--- src/rtl/dmem_port_arbiter.sv ---
// Shares the single data_memory port between the CPU load/store path and a debug/loader port.
// Round-robin arbitration with an optional DBG lock bounded by a forced CPU slot every MAX_LOCK cycles.
module dmem_port_arbiter #(
    parameter int AW       = 32,
    parameter int DW       = 32,
    parameter int MAX_LOCK = 16
) (
    input  logic          clock,
    input  logic          reset,
    input  logic          cpu_req_in,
    input  logic          cpu_we_in,
    input  logic [AW-1:0] cpu_addr_in,
    input  logic [DW-1:0] cpu_wdata_in,
    input  logic [1:0]    cpu_size_in,
    output logic          cpu_gnt_out,
    output logic          cpu_rvalid_out,
    output logic [DW-1:0] cpu_rdata_out,
    output logic          cpu_stall_out,
    input  logic          dbg_req_in,
    input  logic          dbg_we_in,
    input  logic [AW-1:0] dbg_addr_in,
    input  logic [DW-1:0] dbg_wdata_in,
    input  logic [1:0]    dbg_size_in,
    input  logic          dbg_lock_in,
    output logic          dbg_gnt_out,
    output logic          dbg_rvalid_out,
    output logic [DW-1:0] dbg_rdata_out,
    output logic [AW-1:0] mem_addr_out,
    output logic          mem_re_out,
    output logic          mem_we_out,
    output logic [DW-1:0] mem_wdata_out,
    output logic [1:0]    mem_size_out,
    input  logic [DW-1:0] mem_rdata_in
);

    typedef enum logic {UNLOCKED, LOCKED} lock_state_t;

    localparam logic       OWN_CPU  = 1'b0;
    localparam logic       OWN_DBG  = 1'b1;
    localparam logic [7:0] HOLD_MAX = 8'(MAX_LOCK);

    lock_state_t lock_state;
    logic [7:0]  hold_cnt;
    logic        last_owner;
    logic        rd_vld_p1;
    logic        rd_own_p1;

    logic        lock_active;
    logic        cpu_gnt;
    logic        dbg_gnt;
    logic        forced_cpu;
    logic        rd_issue;

    assign lock_active = (lock_state == LOCKED);

    always_comb begin
        cpu_gnt    = 1'b0;
        dbg_gnt    = 1'b0;
        forced_cpu = 1'b0;
        if (!reset) begin
            if (cpu_req_in && dbg_req_in) begin
                if (lock_active && (hold_cnt < HOLD_MAX)) begin
                    dbg_gnt = 1'b1;
                end else if (lock_active) begin
                    cpu_gnt    = 1'b1;
                    forced_cpu = 1'b1;
                end else if (last_owner == OWN_DBG) begin
                    cpu_gnt = 1'b1;
                end else begin
                    dbg_gnt = 1'b1;
                end
            end else begin
                cpu_gnt = cpu_req_in;
                dbg_gnt = dbg_req_in;
            end
        end
    end

    assign rd_issue = (cpu_gnt & ~cpu_we_in) | (dbg_gnt & ~dbg_we_in);

    // Stage p0 -> p1: read tag captured at issue, consumed when memory returns data
    always_ff @(posedge clock) begin
        if (reset) begin
            lock_state <= UNLOCKED;
            hold_cnt   <= 8'd0;
            last_owner <= OWN_DBG;
            rd_vld_p1  <= 1'b0;
            rd_own_p1  <= OWN_CPU;
        end else begin
            rd_vld_p1 <= rd_issue;
            rd_own_p1 <= dbg_gnt ? OWN_DBG : OWN_CPU;
            if (cpu_gnt || dbg_gnt) begin
                last_owner <= dbg_gnt ? OWN_DBG : OWN_CPU;
            end
            case (lock_state)
                UNLOCKED: begin
                    // The grant that takes the lock counts as the first held cycle.
                    if (dbg_gnt && dbg_lock_in) begin
                        lock_state <= LOCKED;
                        hold_cnt   <= 8'd1;
                    end else begin
                        hold_cnt <= 8'd0;
                    end
                end
                LOCKED: begin
                    if (!dbg_lock_in || !dbg_req_in) begin
                        lock_state <= UNLOCKED;
                        hold_cnt   <= 8'd0;
                    end else if (forced_cpu) begin
                        hold_cnt <= 8'd0;
                    end else if (dbg_gnt && (hold_cnt < HOLD_MAX)) begin
                        hold_cnt <= hold_cnt + 8'd1;
                    end
                end
                default: begin
                    lock_state <= UNLOCKED;
                    hold_cnt   <= 8'd0;
                end
            endcase
        end
    end

    assign cpu_gnt_out    = cpu_gnt;
    assign dbg_gnt_out    = dbg_gnt;
    assign cpu_rvalid_out = ~reset & rd_vld_p1 & (rd_own_p1 == OWN_CPU);
    assign dbg_rvalid_out = ~reset & rd_vld_p1 & (rd_own_p1 == OWN_DBG);
    assign cpu_rdata_out  = cpu_rvalid_out ? mem_rdata_in : '0;
    assign dbg_rdata_out  = dbg_rvalid_out ? mem_rdata_in : '0;

    // A CPU read stalls through its issue cycle and releases when rvalid arrives.
    assign cpu_stall_out = (cpu_req_in & ~cpu_gnt) | (cpu_gnt & ~cpu_we_in);

    assign mem_addr_out  = dbg_gnt ? dbg_addr_in  : cpu_addr_in;
    assign mem_wdata_out = dbg_gnt ? dbg_wdata_in : cpu_wdata_in;
    assign mem_size_out  = dbg_gnt ? dbg_size_in  : cpu_size_in;
    assign mem_re_out    = rd_issue;
    assign mem_we_out    = (cpu_gnt & cpu_we_in) | (dbg_gnt & dbg_we_in);

endmodule

--- config.mk ---
export PLATFORM = sky130hd
export DESIGN_NAME = dmem_port_arbiter
export DESIGN_NICKNAME = d
export VERILOG_FILES = /design/src/rtl/dmem_port_arbiter.sv
export SDC_FILE = /design/constraint.sdc
export NUM_CORES = 1
export LEC_CHECK = 0
export CAP_MARGIN = 10
export CORE_AREA = 4 4 119 121
export CTS_BUF_LIST = sky130_fd_sc_hd__clkbuf_8
export DETAILED_ROUTE_END_ITERATION = 6
export DIE_AREA = 0 0 123 125
export RECOVER_POWER = 50
export SLEW_MARGIN = 5
export SYNTH_ARGS = -nofsm -noshare
export SYNTH_HDL_FRONTEND = slang
export SYNTH_SLANG_ARGS = --single-unit
--- constraint.sdc ---
create_clock -name clock -period 6.1 [get_ports clock]
set_input_delay 1.22 -clock clock [delete_from_list [all_inputs] [get_ports clock]]
set_output_delay 1.22 -clock clock [all_outputs]
set_load 0.02 [all_outputs]
==> results of run 1 <==
[flip-flops by register name, summed over array words and instances, names as in the netlist]
register,cells
rd_vld_p1,1
lock_active,1
rd_own_p1,1
hold_cnt,8
last_owner,1
[stage by stage]
step / cells / total power, mW / hold slack, ns / setup slack (ns) / utilization [%]
after CTS: 680 / 0.5399 / 0.4778 / 0.9661 / 41.00
after detailed placement: 676 / 0.4497 / 0.4705 / 1.041 / 40.58
after global placement: 676 / 0.4507 / 0.4586 / 1.081 / 40.58
after floorplan: 206 / 0.2432 / 0.4415 / 2.507 / -
final: 681 / 0.5313 / 0.4765 / 0.8786 / 40.95
after global routing: 680 / 0.5515 / 0.5044 / 0.7074 / 40.94
[cells by family (layout without fill, tap and decap cells)]
kind of cell,count (synthesis),count (layout)
other,0,1
xor gates and xnor gates,1,1
muxes,67,67
buffers and inverters,20,318
adders and majority gates,1,1
AOI/OAI and AO/OA,18,18
DFF,12,12
and+or+nand+nor,87,87
[report_power, final]
group          total [mW]  internal, mW  switching, mW
clock network      0.0860        0.0570         0.0290
registers          0.0817        0.0803        0.00144
logic               0.364         0.226          0.137
[layer usage]
| layer | vias to the layer above | wire [µm] | GRT usage, % |
|---|---|---|---|
| met5 | - | 11 | 0 |
| met4 | 2 | 91 | 1.303 |
| met3 | 8 | 1490 | 4.652 |
| met2 | 157 | 6158 | 26.38 |
| met1 | 1219 | 4895 | 17.40 |
| li1 | 1318 | - | - |
[critical path, stage by stage]
cell and delay (ns):
dlygate4sd3_1 0.65, nor2b_1 0.44, nor2b_4 0.28, buf_4 0.47, mux2_4 0.35, clkdlybuf4s50_1 0.57
[final cells by class]
class / instances / share of cell area (%)
multi-input combinational: 174 / 32.13
tap: 176 / 4.109
antenna: 1 / 0.04670
inverter: 4 / 0.2802
clock buffer: 4 / 1.027
timing repair buffer: 310 / 57.93
sequential: 12 / 4.483
[cell usage in the layout, fill, tap and decap left out, types with 2 or more instances in the layout]
master / n
and2_1: 64
dfxtp_1: 12
nand3_1: 3
o211ai_1: 2
and2_0: 2
mux2_4: 66
nand2_1: 3
dlygate4sd3_1: 62
a211oi_1: 2
clkdlybuf4s50_1: 245
nor2b_1: 2
a21oi_1: 3
nor2_1: 3
a22o_1: 3
clkbuf_8: 4
inv_1: 4
nand4_1: 2
[path summary, 6_finish.rpt]
path / start / slack (ns) / endpoint / cells past startpoint
setup reg to reg: lock_active$_SDFF_PP0_ / 4.13 / rd_vld_p1$_SDFF_PP0_ / 5
hold / removal: hold_cnt[3]$_SDFFE_PP0P_ / 0.48 / hold_cnt[3]$_SDFFE_PP0P_ / 1
setup / recovery: reset / 0.88 / mem_addr_out[23] / 6
hold reg to reg: hold_cnt[3]$_SDFFE_PP0P_ / 0.48 / hold_cnt[3]$_SDFFE_PP0P_ / 1
==> summary.txt, run 1 <==
Run status
  • Outcome: finished, final reports clean

Drt
  • DRC: 0
  • DR iter-0 viols: 116
  • Drt first pass iters: 4
  • Via count: 2704
  • WL/cell: 18.57 µm
  • DRT Wirelength: ~13000 µm
  • Via density: around 4
  • Routed Antenna Nets: 0

Synthesis
  • Largest family of logic cells by synthesized area: multiplexers
  • Synth top cells by count: 66 x and2_1, 66 x mux2_4, 12 x dfxtp_1, 7 x buf_12, 6 x clkbuf_1
  • Syn Std Cell Area: ~2200 µm²
  • Syn_area_per_cell: between 10 and 15 µm²
  • Sequential share of the synthesized area: between 10% and 20%
  • Synth Flop Type: dfxtp_1
  • Unique masters post-synth: 37
  • XOR/XNOR share of the synthesized area: 0.4063%
  • Syn nets: about 380
  • Synth Area in Compound Gates: under 10%
  • Simple-gate area share of the yosys netlist: ~26%
  • Top post-synthesis cells by area: mux2_4 46%, and2_1 19%, dfxtp_1 11%
  • Largest area contributor in the netlist: mux2_4
  • Yosys top cell area share: between 40% and 50%
  • Mux cell area share after synthesis: a little under half
  • Synth Register Bits: 12
  • Post-synth EDFFs: 0
  • Synth warn: 0
  • FFs w/ async S/R, synth: 0%
  • Mapped Cells: 206
  • Adder-Cell Fraction of Synth Area: less than 1%

Floorplan
  • Die Height: 125 µm
  • Row count: between 40 and 50
  • Core Region: between 10000 and 15000 µm²
  • Chip Width: between 100 and 150 µm
  • Boundary pin count: just over 300
  • Total die area: 15380 µm²
  • Initial cell density of the core: around 16%

Final layout
  • Fin nets: slightly below 700
  • Area grow syn2layout: 148.6%
  • Multi-input logic area: ~1700 µm²
  • Fin area: roughly 5400 µm²
  • FF+latch area: around 240 µm²
  • Share of cells above drive strength 1: ~15%
  • # fillers: between 1000 and 1500

Worst setup path
  • Critical path class: in2out
  • Crit-path max FO: 30
  • CP Capture Type: output pin
  • Crit path launch type: input pin
  • WP data required: ~4.9 ns
  • Data arrival time of the critical path: about 4.0 ns

Clock tree
  • TritonCTS Buffers: 3
  • Total clock sinks: 12
  • CTS hold repair buffers: 0
  • CTS H-tree lvls: 1
  • Clk buf depth: 2
  • CTS root buf: clkbuf_8
  • TritonCTS clock tree: done
  • Worst-path clk slew: approximately 0.050 ns
  • Worst-Skew Late Latency: 0.24 ns
  • Setup Buffers After CTS: 0
  • PostCTS Resize Cnt: 0

Place
  • DP Area: roughly 5300 µm²
  • HPWL after DPL: about 11000 µm
  • Gpl congestion: between 1 and 1.5
  • Port Buffer Count: approximately 310

GRT
  • GRT overflow: 0
  • Pin count of the biggest net entering global routing: 41
  • Number of global-route vias before repair: about 2800
  • Antenna violations before repair: 1
  • First-pass GRT wire length: between 15000 and 20000 µm
  • GRT Resource Usage Total: 14.59%

STA
  • Fin. max-slew vios: 0
  • Fin crit share: 85.60%
  • Slew @ Worst Pin: about 1.1 ns
  • Final setup fails: 0
  • Unrepaired setup endpoints after global routing: no
  • Slew HR: 27.31%
  • Max frequency: 191.5 MHz
  • Clock Skew: 0.004147 ns
  • Final setup TNS: 0 ns
  • Fin crit period: 5.221 ns
  • Final Hold Viols: 0

Power
  • Leak Pwr: 2.309 nW
  • Peak supply drop: roughly 0.09 mV
  • Pwr Density: about 99 nW/µm²

Flow run
  • Max Cap Viol: 0

Min path
  • Worst hold path class: reg2reg
(Power assumes the default switching activity.)
==> run 2, diff against run 1 <==
--- a/config.mk
+++ b/config.mk
@@ -11,7 +11,7 @@
 export DETAILED_ROUTE_END_ITERATION = 6
 export DIE_AREA = 0 0 123 125
 export RECOVER_POWER = 50
-export SLEW_MARGIN = 5
+export SLEW_MARGIN = 0
 export SYNTH_ARGS = -nofsm -noshare
 export SYNTH_HDL_FRONTEND = slang
 export SYNTH_SLANG_ARGS = --single-unit
==> results of run 2 <==
No change in the layout: final DEF, timing and power equal those of run 1.
==> run 3, diff against run 2 <==
--- a/config.mk
+++ b/config.mk
@@ -10,7 +10,8 @@
 export CTS_BUF_LIST = sky130_fd_sc_hd__clkbuf_8
 export DETAILED_ROUTE_END_ITERATION = 6
 export DIE_AREA = 0 0 123 125
-export RECOVER_POWER = 50
+export MAX_ROUTING_LAYER = met4
+export RECOVER_POWER = 25
 export SLEW_MARGIN = 0
 export SYNTH_ARGS = -nofsm -noshare
 export SYNTH_HDL_FRONTEND = slang
==> run 3 against run 2 <==
Net effect:
- non-clock buffer count stayed put
- final area hardly changed
- hold slack unchanged
- die area is the same
- highest routed layer is now met4
- register-to-register slack is essentially flat
==> summary.txt, run 3 (synthesis gave the netlist of run 1 again) <==
STA
  • Fin crit share: a little under nine tenths
  • Clock Skew: around 0.004 ns
  • Setup ws final: 0.8798 ns
  • Final Hold Viols: 0
  • Fin. max-slew vios: 0
  • Max frequency: 191.6 MHz
  • Final setup TNS: 0 ns
  • Fin crit period: 5.220 ns
  • Slew @ Worst Pin: between 1 and 1.5 ns
  • Slew HR: between 20% and 30%
  • Final setup fails: 0
  • WHS: roughly 0.48 ns
  • Unrepaired setup endpoints after global routing: no

Worst setup path
  • WP data required: slightly below 5 ns
  • R2r endpoint: rd_vld_p1$_SDFF_PP0_
  • Crit-path max FO: 30
  • Critical-path top delay cell: dlygate4sd3_1
  • FF-to-FF Start: lock_active$_SDFF_PP0_
  • R2R depth: 5
  • Critical path class: in2out
  • Crit path launch type: input pin
  • Data arrival time of the critical path: ~4.0 ns
  • Worst-path cell chain: dlygate4sd3_1, nor2b_1, nor2b_4, buf_4, mux2_4, clkdlybuf4s50_1
  • CP Capture Type: output pin
  • Reg-to-reg slack, setup: 4.14 ns
  • Crit path largest cell delay: 0.65 ns

Clock tree
  • Setup Buffers After CTS: 0
  • Worst-path clk slew: 0.05 ns
  • Clk buf depth: 2
  • PostCTS Resize Cnt: 0
  • CTS root buf: clkbuf_8
  • TritonCTS Buffers: 3
  • CTS H-tree lvls: 1
  • CTS hold repair buffers: 0
  • Total clock sinks: 12
  • Worst-Skew Late Latency: around 0.24 ns
  • TritonCTS clock tree: done

Power
  • Peak supply drop: about 0.089 mV
  • Total design power: 0.5328 mW
  • Pwr Density: slightly below 100 nW/µm²
  • Leak Pwr: between 2 and 2.5 nW

GRT
  • Pin count of the biggest net entering global routing: ~40
  • GRT overflow: 0
  • First-pass GRT wire length: approximately 17000 µm
  • Number of global-route vias before repair: 2769
  • Antenna violations before repair: 1
  • Met2 Resource Use GR: 26.44%
  • GR Util met3: ~3.7%
  • Met1 usage in global routing: ~18%
  • GRT Resource Usage Total: between 15 and 20%
  • Busiest grt layer: met2

Run status
  • Outcome: finished, final reports clean

Final layout
  • Final non-filler cell total: 682
  • Commonest non-fill, non-tap cell in the layout: clkdlybuf4s50_1
  • Most frequent cells in the layout: 283 x clkdlybuf4s50_1, 66 x mux2_4, 63 x and2_1
  • Fin nets: ~680
  • Util after Layout: about two fifths
  • Fin area: around 5400 µm²
  • Largest register FFs: 8
  • Share of cells above drive strength 1: 15.48%
  • Area grow syn2layout: 148.7%
  • Reg with most FFs: hold_cnt
  • # fillers: around 1200

Floorplan
  • Initial cell density of the core: approximately 16%
  • Die Height: around 130 µm
  • Core Region: around 13000 µm²
  • Boundary pin count: roughly 300
  • Total die area: 15380 µm²
  • Chip Width: approximately 120 µm
  • Row count: 42

Min path
  • Worst hold path class: reg2reg
  • Hold Crit Start: hold_cnt[3]$_SDFFE_PP0P_
  • Hold Path Stages: 1
  • Worst hold endpoint: hold_cnt[3]$_SDFFE_PP0P_

Place
  • Gpl congestion: about 1.0
  • DP Cell Count: slightly below 700
  • Place WS: approximately 1.0 ns
  • DP Area: 5310 µm²
  • Port Buffer Count: ~310
  • HPWL after DPL: ~11000 µm

Drt
  • Via count: about 2700
  • Routed Antenna Nets: 0
  • DRT Wirelength: about 13000 µm
  • DRC: 0
  • Via density: just under 4
  • Drt first pass iters: 5
  • DR iter-0 viols: approximately 110
  • WL/cell: ~19 µm

Flow run
  • Max Cap Viol: 0
[run 3: cell types whose count changed in the layout (fill, tap and decap cells not counted)]
cell,previous run,this run
clkdlybuf4s50_1,245,283
dlygate4sd3_1,62,24
and2_1,64,63
diode_2,1,2
and2_0,2,3
[run 3: area by class of cell]
class | instances | area, µm² | area share, %
Inverter | 4 | 15.01 | 0.2800
Sequential cell | 12 | 240.2 | 4.481
Tap cell | 176 | 220.2 | 4.107
Clock buffer | 4 | 55.05 | 1.027
Antenna cell | 2 | 5.005 | 0.09335
Multi-Input combinational cell | 174 | 1722 | 32.11
Timing Repair Buffer | 310 | 3104 | 57.90
[run 3: power breakdown]
group | internal (mW) | switching [mW] | leakage [nW] | total, mW
registers | 0.0803 | 0.00145 | 0.0975 | 0.0817
logic | 0.228 | 0.138 | 2.05 | 0.365
clock network | 0.0570 | 0.0290 | 0.0288 | 0.0859
total | 0.365 | 0.168 | 2.18 | 0.533
[run 3: metal layers]
metal	part of all wire (%)	routed length (µm)
met1	40	5029
met2	49	6201
met3	11	1386
met4	0.71	90
met5	0	0
[run 3: worst max-delay path, delay by kind of cell]
family | cells | cell delay (ns)
and+or+nand+nor | 2 | 0.72
muxes | 1 | 0.35
buffers and inverters | 3 | 1.69
[run 3: worst max-delay path by stage]
stage	to	startpoint	cells after the start	slack [ns]
final	mem_addr_out[23]	reset	6	0.88
after global routing	mem_addr_out[24]	reset	6	0.71
after CTS	mem_addr_out[24]	reset	6	0.97
after detailed placement	mem_addr_out[24]	reset	6	1.04
after global placement	mem_addr_out[24]	reset	6	1.08
after floorplan	mem_re_out	cpu_req_in	3	2.51
==> RTL change: new RTL, flow settings as in run 2 <==
The parameter `AW` goes from 32 to 48.
--- a/src/rtl/dmem_port_arbiter.sv
+++ b/src/rtl/dmem_port_arbiter.sv
@@ -2,5 +2,5 @@
 // Round-robin arbitration with an optional DBG lock bounded by a forced CPU slot every MAX_LOCK cycles.
 module dmem_port_arbiter #(
-    parameter int AW       = 32,
+    parameter int AW       = 48,
     parameter int DW       = 32,
     parameter int MAX_LOCK = 16
Interface: changed (resized cpu_addr_in, dbg_addr_in and mem_addr_out); port bits go from 308 to 356. No check against the original RTL was run, so the function may have changed too.
==> RTL change against run 2 <==
- total power rose by 7.9%
- critical endpoint is now mem_size_out[1]
- die area did not move
- via count rose by 12%
- synthesized area rose by 2.2%
- sequential cell count did not move
- largest cell class unchanged
- sequential share of layout area fell by 0.40 points
- synthesized cell count rose by 8.7%
- wire length rose by 5.6%
- cell area rose by 9.9%
- worst setup slack got worse by 0.068 ns
- highest routed layer is now met4
==> RTL change: results (changes against run 2) <==
| Metric | Value |
|---|---|
| Status | complete, no violations (unchanged) |
| Final std cells w/o fill | 744 (was 681) |
| FILL cells | 1,252 (was 1,247) |
| Crit path to | mem_size_out[1] (was mem_addr_out[23]) |
| Final nets | 773 (was 677) |
| GRT Total Usage | 0.160 (was 0.146) |
| Netlist cell types | 36 (was 37) |
| Dpl ws | 0.905 ns (was 1.04 ns) |
| DP Area | 5840 sq um (was 5310 sq um) |
| Synth Instances | 224 (was 206) |
| Register area share after synthesis | 0.109 (was 0.111) |
| R2R Setup Slk | 4.12 ns (was 4.13 ns) |
| Crit Path Max Fanout | 41 (was 30) |
| DPL Wire Length | 11,800 um (was 10,800 um) |
| Share of layout cells above drive strength 1 | 0.160 (was 0.155) |
| CP Data Arrival Time | 4.07 ns (was 4.00 ns) |
| Vias | 3,041 (was 2,704) |
| Initial antenna violation count | 0 (was 1) |
| Synth Area in Compound Gates | 0.0625 (was 0.0644) |
| First-pass GRT wire length | 19,400 um (was 17,500 um) |
| Final GP Congestion | 0.840 (was 1.02) |
| Pin count of the biggest net entering global routing | 46 (was 41) |
| VDD IR max | 0.0576 mV (was 0.0886 mV) |
| Nets in the synthesized netlist | 428 (was 378) |
| Starting DRT DRC Count | 54 (was 116) |
| Final core occ | 0.450 (was 0.410) |
| Met1 usage | 0.160 (was 0.174) |
| Met2 Track Usage GR | 0.318 (was 0.264) |
| Hold depth | 1 (unchanged) |
| Worst hold path class | flip-flop to flip-flop (unchanged) |
| Standby leakage power | 0.00247 uW (was 0.00231 uW) |
| Met3 GRT Util | 0.0474 (was 0.0465) |
| Worst Tran Pin Value | 1.09 ns (about the same) |
| Critical Path Source | reset (unchanged) |
| Reg-to-Reg Start | hold_cnt[7]$_SDFFE_PP0P_ (was lock_active$_SDFF_PP0_) |
| Inst Count DP | 740 (was 676) |
| Synth warn | 0 (unchanged) |
| Slowest stage cell, crit path | dlygate4sd3_1 (unchanged) |
| Multiplexer area fraction after synthesis | 0.485 (was 0.464) |
| Vias in the first global route | 3,412 (was 2,764) |
| # diodes | 0 (was 1) |
| Final wirelength | 13,400 um (was 12,600 um) |
| PostCTS Resize Cnt | 0 (unchanged) |
| Worst Skew | 0.00341 ns (was 0.00415 ns) |
| Buffers on Ports | 355 (was 307) |
| Top cells by area, synth | mux2_4 25%, mux2_2 24%, and2_1 19% (was mux2_4 46%, and2_1 19%, dfxtp_1 11%) |
| Fin Hold WS | 0.473 ns (was 0.477 ns) |
| Synth Area in Adders | 0.00568 (was 0.00580) |
| Fmax | 189 MHz (was 192 MHz) |
| Top cells by count, synth | 67 x and2_1, 46 x mux2_2, 36 x mux2_4 (was 66 x and2_1, 66 x mux2_4, 12 x dfxtp_1) |
| Post-Synth XOR/XNOR Area | 0.00398 (was 0.00406) |
## RTL change: worst max-delay path, delay by kind of cell
family / cells / cell delay, ns
buffers and inverters: 3 / 1.71
muxes: 1 / 0.42
and+or+nand+nor: 2 / 0.64
## RTL change: layer usage
metal | wire length [um] | part of all wire | up-vias
li1 | - | - | 1473
met1 | 4680 | 0.35 | 1354
met2 | 7110 | 0.53 | 202
met3 | 1410 | 0.11 | 12
met4 | 146 | 0.011 | 0
met5 | 0 | 0 | -
## RTL change: final cells by class
| type | instances | area share |
|---|---|---|
| timing repair buffer | 358 | 0.607 |
| multi-input combinational | 190 | 0.303 |
| sequential | 12 | 0.0408 |
| tap | 176 | 0.0374 |
| clock buffer | 4 | 0.00935 |
| inverter | 4 | 0.00255 |
## RTL change: power breakdown
part / internal (uW) / switching, uW
logic: 254 / 152
clock network: 57.0 / 28.9
registers: 80.3 / 1.40
